<file path="config.mk">
export PLATFORM = sky130hd
export DESIGN_NAME = pmu_pkt_deserializer
export DESIGN_NICKNAME = d
export VERILOG_FILES = /design/src/rtl/pmu_pkt_deserializer.sv
export SDC_FILE = /design/constraint.sdc
export NUM_CORES = 1
export LEC_CHECK = 0
export BUFFER_PORTS_ARGS = -buffer_cell sky130_fd_sc_hd__buf_2
export CAP_MARGIN = 5
export CORE_MARGIN = 3
export CORE_UTILIZATION = 55
export CTS_CLUSTER_DIAMETER = 60
export DETAILED_ROUTE_END_ITERATION = 12
export PLACE_DENSITY = 0.84
export SETUP_SLACK_MARGIN = 0.05
export SLEW_MARGIN = 20
export SYNTH_ARGS = -nofsm -noshare
export SYNTH_HDL_FRONTEND = slang
export SYNTH_SLANG_ARGS = --single-unit
</file>
<file path="constraint.sdc">
create_clock -name clk_i -period 3.6 [get_ports clk_i]
set_clock_uncertainty 0.05 [all_clocks]
set_input_delay 0 -clock clk_i [delete_from_list [all_inputs] [get_ports clk_i]]
set_output_delay 0 -clock clk_i [all_outputs]
set_load 0.02 [all_outputs]
</file>
<file path="src/rtl/pmu_pkt_deserializer.sv">
// pmu_pkt_deserializer
//   Turns the JTAG Shift-DR bit stream (TDI, LSB-first) into PMU commands.
//   A 32-bit header carries the command (hdr[3:0]) and the payload length in
//   bits (hdr[8 +: LEN_W]). A zero length with a non-zero command means one
//   full BLOCK_W-bit block. The payload is packed into BLOCK_W-bit blocks and
//   queued in a DEPTH-entry FIFO. The final block is zero-padded above its
//   valid-bit count.
//
// Optional feature: define PMU_PKT_CRC_EN to receive a 32-bit CRC-32 trailer
//   after the payload and flag a mismatch on crc_err_o. When the macro is not
//   defined there is no CRC state or logic, and crc_err_o is tied to 0.
//
// Handshake: the head block transfers on any rising edge where blk_valid_o
//   and blk_ready_i are both high. blk_valid_o never depends on blk_ready_i.
//   blk_data_o, blk_bits_o and blk_last_o are stable while blk_valid_o is
//   high and no transfer has taken place.
//
// Ports:
//   clk_i, rst_i            clock, asynchronous active-low reset
//   shift_en_i, tdi_i       serial bit strobe and data
//   abort_i                 discard the packet in flight
//   cmd_o, len_o            last decoded header fields
//   cmd_valid_o             one-cycle pulse after header bit 31
//   blk_*                   FIFO head block and handshake
//   busy_o                  packet in flight or FIFO non-empty
//   done_o                  one-cycle pulse after the last block is popped
//   overflow_o, crc_err_o   sticky flags, cleared when a new header starts
//   state_o                 FSM state (0 idle, 1 header, 2 payload, 3 crc)
module pmu_pkt_deserializer #(
   parameter int BLOCK_W = 128,
   parameter int DEPTH   = 2,
   parameter int LEN_W   = 24
) (
   input  logic                        clk_i,
   input  logic                        rst_i,
   input  logic                        shift_en_i,
   input  logic                        tdi_i,
   input  logic                        abort_i,
   output logic [3:0]                  cmd_o,
   output logic [LEN_W-1:0]            len_o,
   output logic                        cmd_valid_o,
   output logic [BLOCK_W-1:0]          blk_data_o,
   output logic                        blk_valid_o,
   input  logic                        blk_ready_i,
   output logic                        blk_last_o,
   output logic [$clog2(BLOCK_W):0]    blk_bits_o,
   output logic                        busy_o,
   output logic                        done_o,
   output logic                        overflow_o,
   output logic                        crc_err_o,
   output logic [1:0]                  state_o
);

   localparam int IDX_W  = $clog2(BLOCK_W);
   localparam int BITS_W = IDX_W + 1;
   localparam int TOT_W  = LEN_W + 1;
   localparam int PTR_W  = (DEPTH > 1) ? $clog2(DEPTH) : 1;
   localparam int CNT_W  = $clog2(DEPTH + 1);

   typedef enum logic [1:0] {
      ST_IDLE = 2'd0,
      ST_HDR  = 2'd1,
      ST_PAY  = 2'd2
`ifdef PMU_PKT_CRC_EN
      , ST_CRC = 2'd3
`endif
   } state_t;

   state_t                state_q, state_d;
   logic [31:0]           hdr_q;        // header shifter, reused for the CRC trailer
   logic [4:0]            hdr_cnt_q;
   logic [3:0]            cmd_q;
   logic [LEN_W-1:0]      len_q;
   logic                  cmd_valid_q;
   logic [TOT_W-1:0]      pay_len_q;    // effective payload length in bits
   logic [TOT_W-1:0]      total_q;
   logic [BLOCK_W-1:0]    blk_q;
   logic [BITS_W-1:0]     blk_cnt_q;
   logic                  done_q;
   logic                  overflow_q;

   logic [BLOCK_W-1:0]    fifo_data [DEPTH];
   logic [BITS_W-1:0]     fifo_bits [DEPTH];
   logic                  fifo_last [DEPTH];
   logic [PTR_W-1:0]      rd_ptr_q, wr_ptr_q;
   logic [CNT_W-1:0]      count_q;

   logic [31:0]           hdr_next;
   logic                  hdr_last;
   logic [3:0]            hdr_cmd;
   logic [LEN_W-1:0]      hdr_len;
   logic [BLOCK_W-1:0]    blk_next;
   logic [BITS_W-1:0]     cnt_inc;
   logic [TOT_W-1:0]      tot_inc;
   logic                  pay_last;
   logic                  push, pop, push_ok, drop, fifo_full;

`ifdef PMU_PKT_CRC_EN
   logic [31:0]           crc_q, crc_next;
   logic                  crc_err_q;
`endif

   always_comb begin
      hdr_next = {tdi_i, hdr_q[31:1]};
      hdr_last = (hdr_cnt_q == 5'd31);
      hdr_cmd  = hdr_next[3:0];
      hdr_len  = hdr_next[8 +: LEN_W];
      // The first bit of a block starts from an all-zero register, so the
      // unused MSBs of a short final block read back as 0.
      blk_next = (blk_cnt_q == '0) ? '0 : blk_q;
      blk_next[blk_cnt_q[IDX_W-1:0]] = tdi_i;
      cnt_inc  = blk_cnt_q + 1'b1;
      tot_inc  = total_q + 1'b1;
      pay_last = (tot_inc == pay_len_q);
      push     = 1'b0;
      state_d  = state_q;
      case (state_q)
         ST_IDLE: if (shift_en_i) state_d = ST_HDR;
         ST_HDR:  if (shift_en_i && hdr_last) state_d = (hdr_cmd == 4'd0) ? ST_IDLE : ST_PAY;
         ST_PAY: begin
            if (shift_en_i) begin
               push = (cnt_inc == BITS_W'(BLOCK_W)) || pay_last;
`ifdef PMU_PKT_CRC_EN
               if (pay_last) state_d = ST_CRC;
`else
               if (pay_last) state_d = ST_IDLE;
`endif
            end
         end
`ifdef PMU_PKT_CRC_EN
         ST_CRC:  if (shift_en_i && hdr_last) state_d = ST_IDLE;
`endif
         default: state_d = ST_IDLE;
      endcase
      if (abort_i) begin
         state_d = ST_IDLE;
         push    = 1'b0;
      end
   end

   always_comb begin
      fifo_full = (count_q == CNT_W'(DEPTH));
      pop       = (count_q != '0) && blk_ready_i;
      // A full FIFO still accepts a block when the head leaves on the same edge.
      push_ok   = push && (!fifo_full || pop);
      drop      = push && fifo_full && !pop;
   end

`ifdef PMU_PKT_CRC_EN
   always_comb begin
      crc_next = {1'b0, crc_q[31:1]} ^ ((crc_q[0] ^ tdi_i) ? 32'hEDB8_8320 : 32'h0);
   end
`endif

   always_ff @(posedge clk_i or negedge rst_i) begin
      if (!rst_i) state_q <= ST_IDLE;
      else        state_q <= state_d;
   end

   always_ff @(posedge clk_i or negedge rst_i) begin
      if (!rst_i) begin
         hdr_q       <= '0;
         hdr_cnt_q   <= '0;
         cmd_q       <= '0;
         len_q       <= '0;
         cmd_valid_q <= 1'b0;
         pay_len_q   <= '0;
         total_q     <= '0;
         blk_q       <= '0;
         blk_cnt_q   <= '0;
         done_q      <= 1'b0;
         overflow_q  <= 1'b0;
`ifdef PMU_PKT_CRC_EN
         crc_q       <= '0;
         crc_err_q   <= 1'b0;
`endif
      end else begin
         cmd_valid_q <= 1'b0;
         done_q      <= pop && fifo_last[rd_ptr_q];
         if (drop) overflow_q <= 1'b1;
         if (abort_i) begin
            hdr_cnt_q <= '0;
            blk_cnt_q <= '0;
            total_q   <= '0;
         end else if (shift_en_i) begin
            case (state_q)
               ST_IDLE: begin
                  hdr_q      <= hdr_next;
                  hdr_cnt_q  <= 5'd1;
                  overflow_q <= 1'b0;
`ifdef PMU_PKT_CRC_EN
                  crc_err_q  <= 1'b0;
`endif
               end
               ST_HDR: begin
                  hdr_q     <= hdr_next;
                  hdr_cnt_q <= hdr_cnt_q + 1'b1;
                  if (hdr_last) begin
                     cmd_q       <= hdr_cmd;
                     len_q       <= hdr_len;
                     cmd_valid_q <= 1'b1;
                     pay_len_q   <= (hdr_len == '0) ? TOT_W'(BLOCK_W) : TOT_W'(hdr_len);
                     total_q     <= '0;
                     blk_cnt_q   <= '0;
`ifdef PMU_PKT_CRC_EN
                     crc_q       <= 32'hFFFF_FFFF;
`endif
                  end
               end
               ST_PAY: begin
                  blk_q     <= blk_next;
                  total_q   <= tot_inc;
                  blk_cnt_q <= push ? '0 : cnt_inc;
`ifdef PMU_PKT_CRC_EN
                  crc_q     <= crc_next;
`endif
               end
`ifdef PMU_PKT_CRC_EN
               ST_CRC: begin
                  hdr_q     <= hdr_next;
                  hdr_cnt_q <= hdr_cnt_q + 1'b1;
                  if (hdr_last && (hdr_next != ~crc_q)) crc_err_q <= 1'b1;
               end
`endif
               default: ;
            endcase
         end
      end
   end

   always_ff @(posedge clk_i or negedge rst_i) begin
      if (!rst_i) begin
         for (int i = 0; i < DEPTH; i++) begin
            fifo_data[i] <= '0;
            fifo_bits[i] <= '0;
            fifo_last[i] <= 1'b0;
         end
         rd_ptr_q <= '0;
         wr_ptr_q <= '0;
         count_q  <= '0;
      end else begin
         if (push_ok) begin
            fifo_data[wr_ptr_q] <= blk_next;
            fifo_bits[wr_ptr_q] <= cnt_inc;
            fifo_last[wr_ptr_q] <= pay_last;
            wr_ptr_q <= (wr_ptr_q == PTR_W'(DEPTH - 1)) ? '0 : wr_ptr_q + 1'b1;
         end
         if (pop) rd_ptr_q <= (rd_ptr_q == PTR_W'(DEPTH - 1)) ? '0 : rd_ptr_q + 1'b1;
         case ({push_ok, pop})
            2'b10:   count_q <= count_q + 1'b1;
            2'b01:   count_q <= count_q - 1'b1;
            default: count_q <= count_q;
         endcase
      end
   end

   assign cmd_o       = cmd_q;
   assign len_o       = len_q;
   assign cmd_valid_o = cmd_valid_q;
   assign blk_valid_o = (count_q != '0);
   assign blk_data_o  = fifo_data[rd_ptr_q];
   assign blk_bits_o  = fifo_bits[rd_ptr_q];
   assign blk_last_o  = fifo_last[rd_ptr_q];
   assign busy_o      = (state_q != ST_IDLE) || blk_valid_o;
   assign done_o      = done_q;
   assign overflow_o  = overflow_q;
   assign state_o     = state_q;
`ifdef PMU_PKT_CRC_EN
   assign crc_err_o   = crc_err_q;
`else
   assign crc_err_o   = 1'b0;
`endif

endmodule

</file>
# Word level (Yosys, flattened, before mapping)
# Cells that the tools add are included.
totals:
  out_inout_bits: 173
  in_bits: 6
  wordCells: 135
  ff_bits: 534
op_classes:
  n_bitwise: 3
  reduce_logical: 30
  n_eq_ne: 13
  muxes: 56
  n_addsub: 7
  order_cmp: 5
op_table:
  columns: ["op", "n"]
  rows:
  - ["2-to-1 mux 128 bit", 5]
  - ["bitwise mux 256 bit", 1]
  - ["bitwise mux 128 bit", 1]
  - ["demux 128 bit (select 1 bit)", 1]
  - ["2-to-1 mux 25 bit", 3]
  - ["2-to-1 mux 8 bit", 8]
  - ["case mux 25 bit (2 select lines)", 1]
  - ["adder 25 x 1 -> 25 bit (second input constant)", 1]
  - ["equality test 25 bit", 1]
  - ["zero test 24 bit", 1]
  - ["2-to-1 mux 24 bit", 1]
  - ["2-to-1 mux 1 bit", 18]
  - ["bitwise mux 16 bit", 1]
  - ["case mux 8 bit (2 select lines)", 1]
  - ["!= test 3 bit (second input constant)", 5]
  - ["2-to-1 mux 2 bit", 6]
  - ["2-to-1 mux 5 bit", 2]
  - ["case mux 5 bit (2 select lines)", 1]
  - ["AND reduction 3 bit", 3]
  - ["adder 8 x 1 -> 8 bit (second input constant)", 1]
  - ["demux 8 bit (select 1 bit)", 1]
  - ["equality test 8 bit (second input constant)", 1]
  - ["logical AND 1 bit", 8]
  - ["zero test 8 bit", 1]
  - ["27 further kinds", 41]

# Longest topological paths before layout
# Gate-level depths: netlist (run 1).
logic_depth:
  depth_word: 12
  depth_mapped: 14
  depth_no_buf: 12

# Worst setup path after synthesis (run 1)
# No wires, ideal clock.
synth_path:
  path_type: "reg2reg"
  start: "register total_q[0]"
  end: "register fifo_data[247] in the netlist's numbering"
  arrival_time_ns: 3.144
  setup_time_ns: 0.127
  path_buffers: 3
  period_less_slack_ns: 3.322
  stages_incl_launch_ff: 13
  setup_slack_ns: 0.278
  required_ns: 3.423
  cell_sequence: "dfrtp_1 ha_1 nand4_1 or3_1 xnor2_1 or4_4 nor4_4 nand4_2 a211oi_2 buf_4 buf_8 buf_8 mux2_1"
synth_between:
  elab_chain_cells: 7
synth_rtl:
  columns: ["element", "line", "source"]
  rows:
  - ["from (decl)", "76", "logic [TOT_W-1:0] total_q;"]
  - ["from (signal assigned)", "212", "total_q <= tot_inc;"]
  - ["adder 25 x 1 -> 25 bit", "113", "tot_inc = total_q + 1'b1;"]
  - ["equality test 25 bit", "114", "pay_last = (tot_inc == pay_len_q);"]
  - ["logical OR 1 bit", "122", "push = (cnt_inc == BITS_W'(BLOCK_W)) || pay_last;"]
  - ["2-to-1 mux 1 bit", "121", "if (shift_en_i) begin"]
  - ["2-to-1 mux 1 bit", "117", "case (state_q)"]
  - ["2-to-1 mux 1 bit", "135", "if (abort_i) begin"]
  - ["logical AND 1 bit", "145", "push_ok = push && (!fifo_full || pop);"]
  - ["to (signal, indexed assignment)", "243", "fifo_data[wr_ptr_q] <= blk_next;"]
  - ["to (decl)", "82", "logic [BLOCK_W-1:0] fifo_data [DEPTH];"]
# Every way passes these cells.
# A chain may end at the register's enable or synchronous reset.

# Worst setup path after layout (run 1)
layout_path:
  start: "register total_q[0]"
  end: "register fifo_data[166] in the netlist's numbering"
# The elaborated chain is that of the path after synthesis.

==> results of run 1 <==
==> layout make-up <==
type	count	area share, %
tap	600	2.58
clock inverter	26	0.864
timing repair buffer	256	6.02
sequential	532	45.8
multi-input combinational	1601	39.2
clock buffer	75	5.40
inverter	13	0.168
==> stage by stage <==
step / hold WS (ns) / util (%) / setup WS [ns]
floorplan: -0.346 / - / 0.278
global placement: 0.00801 / 59.4 / 0.105
detailed placement: 0.0163 / 59.4 / 0.0148
CTS: 0.0425 / 63.7 / 0.102
global route: 0.105 / 63.8 / 0.0531
finish: 0.0860 / 63.8 / 0.197
==> cells in the mapped netlist, types with 10 or more instances <==
master | number | area [um2]
buf_1 | 10 | 37.5
and3_1 | 15 | 93.8
o21ai_0 | 61 | 305
and4_1 | 11 | 96.3
xnor2_1 | 25 | 219
o31ai_1 | 14 | 105
xor2_1 | 11 | 96.3
clkbuf_1 | 139 | 522
dfrtp_1 | 532 | 13300
a21oi_1 | 137 | 686
nand3_1 | 31 | 155
nand2_1 | 559 | 2100
buf_4 | 12 | 90.1
mux2_4 | 30 | 450
inv_1 | 13 | 48.8
nor2_1 | 41 | 154
buf_2 | 13 | 65.1
a32o_1 | 118 | 1180
nand4_1 | 13 | 81.3
mux2_2 | 399 | 4490
nand2b_1 | 10 | 62.6
nor3_1 | 22 | 110
==> repair_timing <==
action	CTS	global route
endpoints found under the hold margin	408	0
cloned	1	0
resized for setup	1	16
hold buffers	7	0
setup endpoints to repair	106	255
buffers inserted	1	2
pin swaps	1	1
==> registers in the layout, indices dropped and copies added (netlist names) <==
signal       flops
fifo_last        2
blk_cnt_q        8
hdr_cnt_q        5
cmd_o            4
wr_ptr_q         1
pay_len_q       24
fifo_bits       16
len_o           24
rd_ptr_q         1
count_q          2
total_q         25
fifo_data      256
blk_q          128
overflow_o       1
hdr_q           31
done_o           1
cmd_valid_o      1
state_o          2
==> worst max-delay path by stage <==
stage	start	end	slack, ns	depth (start not counted)
global route	total_q[0]$_DFFE_PN0P_	fifo_data[166]$_DFFE_PN0P_	0.05	11
global placement	total_q[1]$_DFFE_PN0P_	fifo_data[247]$_DFFE_PN0P_	0.10	11
detailed placement	total_q[1]$_DFFE_PN0P_	fifo_data[148]$_DFFE_PN0P_	0.01	11
finish	total_q[0]$_DFFE_PN0P_	fifo_data[166]$_DFFE_PN0P_	0.20	11
CTS	total_q[1]$_DFFE_PN0P_	fifo_data[249]$_DFFE_PN0P_	0.10	11
floorplan	total_q[0]$_DFFE_PN0P_	fifo_data[247]$_DFFE_PN0P_	0.28	12
==> power groups by stage <==
stage | clock [mW] | combinational [mW] | sequential, mW
after floorplan | 0 | 0.142 | 6.23
after global placement | 0 | 0.303 | 6.25
after detailed placement | 0 | 0.320 | 6.26
after CTS | 5.75 | 0.332 | 6.15
after global routing | 6.00 | 0.363 | 6.16
final | 5.66 | 0.324 | 6.15
==> worst reg2reg max path, delay by kind of cell, from the launching register on <==
family / cells / cell delay, ns
compound gates: 2 / 0.54
buf+inv: 3 / 0.68
flops: 1 / 0.40
mux: 1 / 0.34
simple gates: 5 / 1.27
==> cell usage in the layout (no fill, tap or decap), drive strengths merged, types with 4 or more instances in the layout <==
cell type | Yosys | final
a31oi | 9 | 9
mux2 | 437 | 437
a211oi | 4 | 4
clkbuf | 141 | 75
o211ai | 4 | 4
xor2 | 11 | 11
nor2b | 6 | 6
a22oi | 5 | 5
inv | 13 | 17
o21ai | 61 | 61
xnor2 | 25 | 25
nand2b | 10 | 10
buf | 44 | 249
nand4 | 14 | 14
or3 | 7 | 7
and2 | 5 | 5
nor2 | 41 | 41
nor3 | 22 | 22
nand3 | 33 | 33
and3 | 15 | 15
a32o | 118 | 118
clkinvlp | 0 | 4
clkinv | 0 | 16
nor4 | 11 | 11
dfrtp | 532 | 532
nand2 | 559 | 559
o31ai | 14 | 14
dlygate4sd3 | 0 | 6
ha | 7 | 7
a21oi | 137 | 137
and4 | 11 | 11
==> per-layer routing <==
layer | GRT usage, % | share of wire, % | vias up
li1 | - | - | 8478
met2 | 43.1 | 48 | 771
met5 | 0 | 0 | -
met4 | 10.3 | 3.8 | 0
met3 | 4.75 | 6.6 | 154
met1 | 35.0 | 41 | 9545
==> logic make-up (layout without fill, tap and decap cells) <==
logic type      after synthesis  in the layout  share of synthesized area (%)
flops                       532            532                           52.2
simple gates                744            744                           12.5
xor+xnor                     36             36                           1.24
other cells                   1              1                         0.0147
buf+inv                     198            370                           3.57
mux                         439            439                           19.8
fa+ha+maj                     7              7                          0.344
compound gates              374            374                           10.3
==> reports/metrics.csv, run 1 <==
stage;metric;value;unit
cts;cts-htree-levels;2;
drt;via_count;18948;
worst_setup_path;cpLargestDelayFamily;simple AND/OR/NAND/NOR gates;
floorplanning;io-pin-count;179;
worst_setup_path;worstPathCellList;buf_4 > and4_1 > nand4_1 > or3_1 > a22oi_1 > and4_1 > nand4_2 > a211oi_4 > buf_4 > bufbuf_16 > mux2_2;
cells_and_area;fin_cells;3103;
worst_hold_path;worstHoldPathType;in2reg;
cells_and_area;drive_above_1_share;32.8;%
drt;final_antenna_net_count;0;
cells_and_area;diodes;0;
worst_setup_path;crit_type;reg2reg;
worst_setup_path;start_kind;register;
floorplanning;num_rows;78;
timing;rsz0062_at_grt;no;
worst_hold_path;min_from;tdi_i;
yosys;async_flop_share;100;%
cts;cts.sinks;532;
grt;antenna_found_initial;0;
timing;min_period;3.40;ns
worst_setup_path;r2r-start;total_q[0]$_DFFE_PN0P_;
yosys;synth_cells;2331;
floorplanning;die_w;221;um
worst_setup_path;reg2reg_depth;11;
yosys;synth_area;0.0255;mm2
yosys;synth_ff_type;dfrtp_1;
power;combPwrFrac;2.7;%
drt;drc;0;
worst_setup_path;r2r-end;fifo_data[166]$_DFFE_PN0P_;
drt;drtPass1Iterations;6;
cts;clock_latency;0.61;ns
worst_hold_path;worstHoldEndpoint;len_o[23]$_DFFE_PN0P_;
grt;grt_pass1_vias;19606;
power;power.density;417;mW/mm2
worst_setup_path;crit_fanout;13;
placement;place_inst;2991;
placement;portBuffers;177;
timing;hold_viol;0;
run;timing.max_cap.violations;0;
placement;placed_area;0.0271;mm2
grt;grt_usage;26.3;%
cells_and_area;regArea;0.0133;mm2
drt;via_per_inst;6.11;
worst_hold_path;hold_path_depth;3;
cts;clk_pin_slew;0.06;ns
placement;gp_congestion;0.891;
worst_setup_path;cpPeakStageDelay;0.40;ns
floorplanning;die_area;0.0489;mm2
cells_and_area;nNetsFinal;2471;
yosys;ys_seq_elements;532;
cells_and_area;area_growth_syn_to_layout;14.2;%
timing;tns;0;ns
worst_setup_path;crit_slowest_cell;dfrtp_1;
drt;wl_per_cell;21.0;um
grt;grt-ovfl-total;0;
power;intPower;9.40;mW
worst_setup_path;critPathArrivalTime;3.85;ns
timing;slew_headroom;25.4;%
timing;finalCritPeriodShare;94.5;%
cts;root_buffer;clkbuf_16;
yosys;ys_warn_count;0;
power;power.leakage;15.0;nW
cells_and_area;final.fill_count;3344;
power;irDropWorstVdd;0.000424;V
yosys;yosysUniqueCellTypes;62;
cells_and_area;multi_input_area;0.0114;mm2
status;status;finished, final reports clean;
timing;setup_viol;0;
power;swShare;22.5;%
cts;numCtsBuffers;54;
floorplanning;start_util;55.9;%
yosys;yosysSeqAreaShare;52.2;%
cts;cts_buffer_depth;3;
power;clkPwrFrac;46.6;%
grt;grt_max_degree;164;
timing;drv_slew;0;
power;switchingPower;2.73;mW
worst_setup_path;path_buf_inv;3;
yosys;synth_edf_count;0;
power;seqPwrFrac;50.7;%
yosys;syn_nets;2344;
timing;fmax;0.294;GHz
drt;wirelength;65000;um
yosys;avgSynthCellArea;10.9;um2
drt;drt-initial-drc-count;1737;
floorplanning;die-height;221;um
grt;grt_pass1_wl;106000;um
cells_and_area;final_cell_area;0.0291;mm2
worst_setup_path;r2r_setup_slack;0.20;ns
placement;dp_hpwl;41100;um
worst_setup_path;required;4.04;ns
worst_setup_path;worstSetupEndpointType;register;
timing;worstMarginPinSlew;1.11;ns
cts;cts_tree;yes;
floorplanning;core_area;0.0456;mm2
power;power.total;12.1;mW
No activity file was read; power rests on OpenSTA's default activity.
==> run 2: changes to the inputs <==
--- a/config.mk
+++ b/config.mk
@@ -7,11 +7,12 @@
 export LEC_CHECK = 0
 export BUFFER_PORTS_ARGS = -buffer_cell sky130_fd_sc_hd__buf_2
 export CAP_MARGIN = 5
+export CORE_ASPECT_RATIO = 1.4
 export CORE_MARGIN = 3
 export CORE_UTILIZATION = 55
 export CTS_CLUSTER_DIAMETER = 60
 export DETAILED_ROUTE_END_ITERATION = 12
-export PLACE_DENSITY = 0.84
+export PLACE_DENSITY = 0.86
 export SETUP_SLACK_MARGIN = 0.05
 export SLEW_MARGIN = 20
 export SYNTH_ARGS = -nofsm -noshare
==> run 2 against run 1 <==
  * Maximum frequency decreased by 5.3%
  * Final cell count increased by 0.87%
  * Utilization increased by 1.3 points
  * Highest routed layer unchanged
  * Register-to-register slack got worse by 0.19 ns
  * Largest cell class unchanged
  * Setup slack got worse by 0.19 ns
  * Combinational power decreased by 2%
  * Via count increased by 3.3%
  * Global-route usage increased by 0.77 points
  * Cell area increased by 1.5%
==> reports/metrics.csv, run 2 (synthesis results as in run 1) <==
stage;metric;value;unit;change
floorplanning;die-height;261;um;+18%
worst_setup_path;r2r-end;fifo_data[210]$_DFFE_PN0P_;;
worst_setup_path;cpPeakStageDelay;0.55;ns;+0.15 ns
power;switchingPower;2.64;mW;-3.5%
cells_and_area;top_register;fifo_data;;
worst_setup_path;crit_slowest_cell;or4_4;;
power;irDropWorstVdd;0.000411;V;-3.1%
timing;worstMarginPinSlew;1.07;ns;-0.0434 ns
cts;clk_pin_slew;0.07;ns;about the same
cells_and_area;layout_common_cells;557 x nand2_1, 524 x dfrtp_1, 371 x mux2_2;;
drt;wl_per_cell;22.3;um;+6.6%
grt;grt_usage;27.0;%;+0.77 points
power;power.leakage;15.2;nW;+1.2%
run;timing.max_cap.violations;0;;unchanged
worst_setup_path;r2r_setup_slack;0.007;ns;-0.19 ns
worst_setup_path;required;4.02;ns;-0.02 ns
timing;drv_slew;0;;unchanged
worst_setup_path;crit_type;reg2reg;;
placement;portBuffers;177;;unchanged
power;intPower;9.46;mW;+0.62%
timing;tns;0;ns;unchanged
power;power.density;410;mW/mm2;-1.8%
power;seqPwrFrac;50.9;%;+0.2 points
worst_setup_path;worstPathCellList;buf_4 > nand3_4 > nor4_4 > xnor2_1 > or4_4 > nor4_4 > nand4_2 > a211oi_4 > buf_6 > buf_8 > clkbuf_16 > mux2_2;;
grt;grt_max_degree;104;;-37%
worst_setup_path;reg2reg_depth;12;;+1
drt;wirelength;69900;um;+7.5%
placement;gp_congestion;0.930;;+4.3%
cts;cts.sinks;532;;unchanged
cells_and_area;area_growth_syn_to_layout;15.9;%;
floorplanning;die_w;188;um;-15%
drt;drtPass1Iterations;8;;+2
cells_and_area;largest_reg_flops;256;;unchanged
floorplanning;num_rows;92;;+18%
power;combPwrFrac;2.6;%;about the same
timing;rsz0062_at_grt;yes;;
cells_and_area;top_regs;fifo_data (256), blk_q (128), hdr_q (31);;
timing;finalCritPeriodShare;99.8;%;+5.3 points
drt;drt-initial-drc-count;2148;;+24%
cells_and_area;drive_above_1_share;33.1;%;+0.39 points
drt;drc;0;;unchanged
floorplanning;io-pin-count;179;;unchanged
worst_setup_path;r2r-start;total_q[1]$_DFFE_PN0P_;;
cells_and_area;nNetsFinal;2493;;+0.89%
timing;setup_viol;0;;unchanged
cts;cts_buffer_depth;3;;unchanged
worst_hold_path;worstHoldPathType;in2async;;
cts;root_buffer;clkbuf_16;;
grt;grt-ovfl-total;0;;unchanged
cts;cts_tree;yes;;
drt;final_antenna_net_count;0;;unchanged
cells_and_area;diodes;0;;unchanged
cells_and_area;layout_commonest_cell;nand2_1;;
cells_and_area;finish.utilization;65.1;%;+1.3 points
worst_setup_path;critPathArrivalTime;4.01;ns;+0.16 ns
drt;via_per_inst;6.25;;+2.4%
worst_setup_path;start_kind;register;;
worst_setup_path;cpLargestDelayFamily;simple AND/OR/NAND/NOR gates;;
timing;hold_viol;0;;unchanged
cts;numCtsBuffers;51;;-5.6%
cts;clock_latency;0.58;ns;-0.03 ns
worst_setup_path;worstSetupEndpointType;register;;
cts;cts-htree-levels;2;;unchanged
power;swShare;21.8;%;-0.73 points
worst_setup_path;crit_path_frequent_cell;nor4_4;;
floorplanning;die_area;0.0490;mm2;about the same
worst_setup_path;path_buf_inv;4;;+1
grt;antenna_found_initial;0;;unchanged
grt;grt_pass1_vias;19995;;+2.0%
timing;whs;0.0171;ns;-0.0689 ns
status;status;finished, final reports clean;;
timing;slew_headroom;28.6;%;+3.2 points
placement;dp_hpwl;42100;um;+2.4%
floorplanning;start_util;56.2;%;+0.27 points
timing;fmax;0.278;GHz;-5.3%
power;clkPwrFrac;46.5;%;about the same
timing;min_period;3.59;ns;+0.190 ns
drt;via_count;19575;;+3.3%
floorplanning;core_area;0.0454;mm2;-0.49%
grt;grt_pass1_wl;107000;um;+1.8%
worst_setup_path;crit_fanout;6;;-7
==> run 2: what timing repair did <==
action / in CTS / in global routing
hold endpoints to repair: 117 / 0
gates resized for setup: 6 / 53
endpoints found under the setup margin: 128 / 174
gates cloned: 1 / 11
buffers inserted: 1 / 13
pin swaps: 2 / 7
hold buffers: 5 / 0
==> run 2: cell type report <==
type                       instances  area [um2]
clock buffer                      77        1570
clock inverter                    15         190
fill                            3246       15800
inverter                          13        48.8
multi-input combinational       1601       11500
sequential                       532       13300
tap                              611         764
timing repair buffer             281        2110
==> run 2: power by group through the flow <==
stage	clock (mW)	combinational [mW]	sequential, mW
2_1_floorplan	0	0.142	6.23
3_3_place_gp	0	0.301	6.25
3_5_place_dp	0	0.315	6.26
4_1_cts	5.66	0.324	6.15
5_1_grt	5.90	0.354	6.16
6_report	5.63	0.317	6.15
==> run 2: worst max path at each step <==
stage / from / cells past startpoint / end
4_1_cts: total_q[8]$_DFFE_PN0P_ / 10 / fifo_data[144]$_DFFE_PN0P_
6_report: total_q[1]$_DFFE_PN0P_ / 12 / fifo_data[210]$_DFFE_PN0P_
3_5_place_dp: total_q[0]$_DFFE_PN0P_ / 11 / fifo_data[158]$_DFFE_PN0P_
3_3_place_gp: total_q[0]$_DFFE_PN0P_ / 11 / fifo_data[150]$_DFFE_PN0P_
5_1_grt: total_q[1]$_DFFE_PN0P_ / 12 / fifo_data[173]$_DFFE_PN0P_
2_1_floorplan: total_q[0]$_DFFE_PN0P_ / 12 / fifo_data[247]$_DFFE_PN0P_
==> run 2: layer usage <==
| layer | vias up | GRT usage (%) | part of all wire (%) |
|---|---|---|---|
| li1 | 8513 | - | - |
| met1 | 9830 | 32.5 | 37 |
| met2 | 1004 | 48.3 | 51 |
| met3 | 228 | 3.71 | 6.9 |
| met4 | 0 | 12.4 | 4.8 |
| met5 | - | 0 | 0 |
==> run 2: per-stage QoR <==
stage | worst slack, ns | instances | cell area, um2 | power (mW)
after floorplan | 0.278 | 2331 | 25500 | 6.37
after global placement | 0.0700 | 3007 | 27100 | 6.55
after detailed placement | -0.0288 | 3007 | 27100 | 6.58
after CTS | 0.0721 | 3106 | 29000 | 12.1
after global routing | -0.102 | 3130 | 29500 | 12.4
final | 0.00692 | 3130 | 29500 | 12.1
==> run 2: worst register-to-register path, stage by stage, from the launching register on <==
cell,delay (ns)
dfrtp_2,0.41
buf_4,0.15
nand3_4,0.11
nor4_4,0.32
xnor2_1,0.12
or4_4,0.55
nor4_4,0.35
nand4_2,0.19
a211oi_4,0.37
buf_6,0.20
buf_8,0.15
clkbuf_16,0.16
mux2_2,0.35
